## config.mk

```make
export PLATFORM = sky130hd
export DESIGN_NAME = fixed_to_float_converter
export DESIGN_NICKNAME = d
export VERILOG_FILES = /design/src/rtl/fixed_to_float_converter.sv
export SDC_FILE = /design/constraint.sdc
export NUM_CORES = 1
export LEC_CHECK = 0
export ABC_AREA = 1
export ABC_CLOCK_PERIOD_IN_PS = 4700
export CAP_MARGIN = 20
export CORE_MARGIN = 1
export CORE_UTILIZATION = 55
export DETAILED_ROUTE_END_ITERATION = 8
export GPL_ROUTABILITY_DRIVEN = 0
export HOLD_SLACK_MARGIN = 0.05
export MAX_ROUTING_LAYER = met4
export PLACE_DENSITY = 0.81
export RECOVER_POWER = 50
export SLEW_MARGIN = 40
export SYNTH_ARGS = -nofsm -noshare
export SYNTH_HDL_FRONTEND = slang
export SYNTH_SLANG_ARGS = --single-unit
```

## constraint.sdc

```tcl
create_clock -name clk -period 4.7 [get_ports clk]
set_input_delay 0.94 -clock clk [delete_from_list [all_inputs] [get_ports clk]]
set_output_delay 0.94 -clock clk [all_outputs]
set_load 0.05 [all_outputs]
```

## src/rtl/fixed_to_float_converter.sv

```systemverilog
// fixed_to_float_converter: signed fixed-point (IN_WIDTH bits, FRAC_BITS
// fraction bits) to IEEE-754 single precision, round to nearest, ties to even.
// One conversion in flight; valid/ready handshakes on both sides.
// Build option FIXED_TO_FLOAT_FAST_NORM_EN: normalise in one cycle using a
// leading-zero count and barrel shift instead of the 1-bit-per-cycle shifter.
// Results are bit-identical; only latency changes.
module fixed_to_float_converter #(
  parameter int IN_WIDTH  = 64,
  parameter int FRAC_BITS = 32
) (
  input  logic                clk,
  input  logic                rst,
  input  logic                in_valid,
  output logic                in_ready,
  input  logic [IN_WIDTH-1:0] in_data,
  output logic                out_valid,
  input  logic                out_ready,
  output logic [31:0]         out_data,
  output logic                busy
);

  localparam int             LZ_W      = $clog2(IN_WIDTH) + 1;
  // Biased exponent of a value whose leading one sits in the top input bit.
  localparam logic [7:0]     EXP_BASE8 = 8'(IN_WIDTH - 1 - FRAC_BITS + 127);

  typedef enum logic [1:0] {IDLE, NORM, ROUND, OUT} state_e;

  state_e              state_q, state_d;
  logic                sign_q, sign_d;
  logic [IN_WIDTH-1:0] mag_q, mag_d;
  logic [LZ_W-1:0]     lz_q, lz_d;
  logic [31:0]         out_data_q, out_data_d;
  logic                out_valid_q, out_valid_d;
  logic                in_ready_q, in_ready_d;
  logic                busy_q, busy_d;

  logic [IN_WIDTH-1:0] in_abs;
  logic [23:0]         rnd_w;
  logic [7:0]          exp_w;

  // Round the 23 fraction bits below the leading one; bit 23 of the result
  // is the carry out of the fraction (mantissa becomes 1.0, exponent + 1).
  function automatic logic [23:0] round_rne(input logic [IN_WIDTH-2:0] f);
    logic [22:0] frac;
    logic        guard;
    logic        sticky;
    frac   = f[IN_WIDTH-2 -: 23];
    guard  = f[IN_WIDTH-25];
    sticky = |f[IN_WIDTH-26:0];
    return {1'b0, frac} + {23'd0, guard & (sticky | frac[0])};
  endfunction

`ifdef FIXED_TO_FLOAT_FAST_NORM_EN
  logic [LZ_W-1:0] lz_fast;

  // Number of zero bits above the leading one (magnitude is known nonzero).
  function automatic logic [LZ_W-1:0] count_lz(input logic [IN_WIDTH-1:0] m);
    logic [LZ_W-1:0] n;
    logic            found;
    n     = '0;
    found = 1'b0;
    for (int i = IN_WIDTH - 1; i >= 0; i--) begin
      if (!found) begin
        if (m[i]) found = 1'b1;
        else      n     = n + LZ_W'(1);
      end
    end
    return n;
  endfunction

  assign lz_fast = count_lz(mag_q);
`endif

  // Two's-complement magnitude; the most negative input maps to 2^(IN_WIDTH-1).
  assign in_abs = in_data[IN_WIDTH-1] ? -in_data : in_data;
  assign rnd_w  = round_rne(mag_q[IN_WIDTH-2:0]);
  assign exp_w  = EXP_BASE8 - 8'(lz_q) + {7'd0, rnd_w[23]};

  // Next-state and datapath decisions for the conversion FSM.
  always_comb begin
    state_d    = state_q;
    sign_d     = sign_q;
    mag_d      = mag_q;
    lz_d       = lz_q;
    out_data_d = out_data_q;
    case (state_q)
      IDLE: begin
        if (in_valid && in_ready_q) begin
          sign_d = in_data[IN_WIDTH-1];
          mag_d  = in_abs;
          lz_d   = '0;
          if (in_abs == '0) begin
            out_data_d = 32'h0000_0000;
            state_d    = OUT;
          end else begin
            state_d = NORM;
          end
        end
      end
      NORM: begin
`ifdef FIXED_TO_FLOAT_FAST_NORM_EN
        mag_d   = mag_q << lz_fast;
        lz_d    = lz_fast;
        state_d = ROUND;
`else
        if (mag_q[IN_WIDTH-1]) begin
          state_d = ROUND;
        end else begin
          mag_d = mag_q << 1;
          lz_d  = lz_q + LZ_W'(1);
        end
`endif
      end
      ROUND: begin
        // On carry the low 23 bits are already zero, i.e. mantissa 1.0.
        out_data_d = {sign_q, exp_w, rnd_w[22:0]};
        state_d    = OUT;
      end
      OUT: begin
        if (out_ready) state_d = IDLE;
      end
      default: state_d = IDLE;
    endcase
    out_valid_d = (state_d == OUT);
    in_ready_d  = (state_d == IDLE);
    busy_d      = (state_d != IDLE);
  end

  // Control state and registered handshake outputs.
  always_ff @(posedge clk) begin
    if (rst) begin
      state_q     <= IDLE;
      out_valid_q <= 1'b0;
      in_ready_q  <= 1'b1;
      busy_q      <= 1'b0;
      out_data_q  <= 32'h0000_0000;
    end else begin
      state_q     <= state_d;
      out_valid_q <= out_valid_d;
      in_ready_q  <= in_ready_d;
      busy_q      <= busy_d;
      out_data_q  <= out_data_d;
    end
  end

  // Working operand registers; always reloaded on acceptance, so no reset.
  always_ff @(posedge clk) begin
    sign_q <= sign_d;
    mag_q  <= mag_d;
    lz_q   <= lz_d;
  end

  assign in_ready  = in_ready_q;
  assign out_valid = out_valid_q;
  assign out_data  = out_data_q;
  assign busy      = busy_q;

endmodule

```

==> reports/results.tsv <==
stage	metric	value	unit
synth	Synth Register Bits	109	
run_status	status	finished, violations left	
cts	hold buffers post-CTS	0	
timing	min cycle time layout	4146	ps
route	routed vias/inst	5.451	
global_routing	grt ovf	0	
timing	headroom to the max-slew limit	-42.33	%
cts	Worst-path clk slew	60	ps
setup_path	Top delay family on crit path	simple AND/OR/NAND/NOR gates	
synth	number of synthesized flops with an enable pin	72	
global_routing	number of global-route vias before repair	7173	
die	Die Area	0.01432	mm^2
power_and_ir_drop	maximum vdd drop	263.8	uV
synth	ys async rst share	0	%
route	DRC errors left	0	
setup_path	Crit-path slowest cell	dlygate4sd3_1	
timing	Worst Tran Pin Value	2135	ps
route	final wirelength	21670	um
cts	clock root buffer	clkbuf_16	
synth	Synth Area in Compound Gates	11.94	%
placement	Post-DP HPWL	16760	um
cts	cts repair resizes	0	
die	row cnt	42	
timing	Max Clock Skew	8.427	ps
synth	dominant cells by area after synthesis	edfxtp_1, nand2_1, dfxtp_1, nor2_1, inv_1	
synth	Most used DFF post-synth	edfxtp_1	
placement	number of port buffers	102	
timing	Peak Freq	241.2	MHz
worst_hold_path	worst min-delay path category	flip-flop to flip-flop	
timing	final slew viol count	48	
setup_path	crit path launch type	primary input	
synth	Mapped Area	0.007616	mm^2
synth	Mapped Nets	1264	
route	total number of vias	7958	
die	Initial Util	57.06	%
placement	placed cell count	1444	
power_and_ir_drop	Overall Power	0.004001	W
synth	main combinational cell family by area after synthesis	simple AND/OR/NAND/NOR gates	
die	Die Y	119.7	um
synth	Mapped Avg Cell Area	6.400	um^2
synth	simple-gate portion of the synthesized area	38.82	%
setup_path	Crit path largest cell delay	530	ps
cts	Worst-Skew Late Latency	350	ps
die	Die W	119.7	um
global_routing	first-pass GRT wire length	34860	um
synth	post-synthesis sequential area ratio	38.11	%
synth	Yosys cell types	39	
power_and_ir_drop	PD cells	442.2	mW/mm^2
final_layout	n_diodes	0	
setup_path	worst-path cell chain	dlygate4sd3_1, inv_1, ha_1, nand3_1, nand2_1, nand2_2, nor2_1, nand2_1, clkinv_1, nand3_1, nand2_1, nand2_1, nor2_1, nand2_1, nor2_1, nand3_1, nand2_1, nand2_2, nand2_1, a21oi_1	
route	drt wl/cell	14.84	um
route	DR pass1 iterations	6	
setup_path	Critical Path AT	4360	ps
final_layout	Register Area	0.002903	mm^2
global_routing	largest net degree at the start of global routing	65	
final_layout	Non-Filler Instances	1460	
cts	# Post-CTS Setup Buffers	0	
cts	CTS HTree Levels	3	
final_layout	nets	1353	
cts	Bufs on Longest Clock Path	2	
synth	Yosys top cell area share	28.39	%
setup_path	R2R setup slack	600	ps
setup_path	Crit Path Max Fanout	32	
synth	cells after synthesis	1190	
synth	xor/xnor share of the synthesized area	0.6900	%
power_and_ir_drop	Pleak	4.002	nW
setup_path	critical path's most frequent cell	nand2_1	
timing	final hold vios	0	
timing	fin crit share	88.21	%
setup_path	CP Buf/Inv Count	3	
timing	final setup fails	0	
synth	Yosys warning count	0	
final_layout	fill count	1220	
synth	adder-cell share of the synthesized area	0.9857	%
synth	Synth area leader	edfxtp_1	
global_routing	GRT Overall Usage	31.96	%
die	Core Area	0.01335	mm^2
timing	setup_tns	0	ps
route	DR iter-0 viols	772	
timing	RSZ-0062 raised after global routing	no	
setup_path	Crit Path Category	primary input to flip-flop	
final_layout	area occupied by multi-input gates	0.003978	mm^2
setup_path	CP Capture Type	flip-flop	
run_status	failing checks	max-capacitance violations, max-slew violations	
final_layout	layout cells sized above 1	3.271	%
final_layout	area delta synth->final	18.83	%
route	post-route ant nets	0	
cts	# clock sinks	109	
cts	CTS tree	built	
flow_run	max cap viols	1	
die	I/O pins	103	
synth	mux contribution to synthesized area	0	%
global_routing	initial antenna violation count	0	
setup_path	Critical Path RT	4910	ps
cts	clock buffer count from CTS	9	
## layer usage
layer / routed length, um / track usage (%) / up-vias
met3: 1806 / 4.183 / 66
met2: 9288 / 47.43 / 403
met4: 1069 / 16.72 / 0
met1: 9507 / 42.74 / 3485
met5: 0 / - / -
li1: - / - / 4004
## stage by stage
step	setup slack (ps)	util [%]	hold WS, ps	cell area, um^2
2_1_floorplan	1268	-	492.5	7616
3_3_place_gp	630.7	65.70	447.5	8770
3_5_place_dp	521.5	65.70	453.2	8770
4_1_cts	878.8	68.07	462.2	9086
5_1_grt	251.9	67.80	473.3	9050
6_report	554.1	67.80	456.4	9050
## worst paths after layout
path | from | endpoint | cells past startpoint
setup reg to reg | state_q[0] | in_ready | 11
hold / removal | out_data[19] | out_data[19] | 2
hold reg to reg | out_data[19] | out_data[19] | 2
setup / recovery | in_data[1] | out_data[2] | 20
## tightest hold or removal path, stage by stage, from the launching register on
cell     delay [ps]
dfxtp_1         310
nand2_1          60
a21oi_1          50
## layout by cell type (no fill, tap or decap), types with 37 or more instances in the layout
cell and n:
a21oi_1 42, clkdlybuf4s50_1 63, dfxtp_1 37, dlygate4sd3_1 37, edfxtp_1 72, inv_1 143, nand2_1 411, nand3_1 73
nor2_1 187, o21ai_0 82
## cell usage after synthesis (2+ instances only)
cell and number:
nand3b_1 10, buf_6 3, or2_2 3, nor4_1 4
clkinv_1 3, ha_1 6, a21boi_0 2, a21oi_1 41
o22ai_1 18, o211ai_1 3, o21bai_1 5, nand2_1 410
xor2_1 3, nor3_1 2, nand3_1 73, dfxtp_1 37
xnor2_1 3, nor2_2 6, inv_1 140, buf_2 8
o21ai_0 81, edfxtp_1 72, clkbuf_1 18, o21ai_1 7
nor2_1 185, inv_2 8, nand2_2 5, nor3_2 3
a22o_1 5, nand4_1 17
## area by class of cell
class / count / area share (%)
multi-input combinational: 899 / 43.95
sequential: 109 / 32.08
timing repair buffer: 109 / 11.78
inverter: 151 / 6.263
clock buffer: 11 / 2.682
tap: 176 / 2.433
clock inverter: 5 / 0.8157
## report_power, final
group	switching, W	internal [W]	total [W]
logic	0.00109	0.000439	0.00153
clock network	0.000333	0.000478	0.000811
registers	0.000167	0.00150	0.00166
## cell families after synthesis
| family | after synthesis |
|---|---|
| AND/OR/NAND/NOR | 721 |
| buffers and inverters | 182 |
| AO/OA/AOI/OAI | 166 |
| flip-flops | 109 |
| XOR/XNOR | 6 |
| adder cells (fa/ha/maj) | 6 |
## registers in the layout, summed over array words and instances (netlist names)
| name | cells |
|---|---|
| out_valid | 1 |
| state_q | 2 |
| in_ready | 1 |
| out_data | 32 |
| busy | 1 |
| mag_q | 64 |
| sign_q | 1 |
| lz_q | 7 |
No activity file was read; power rests on OpenSTA's default activity.
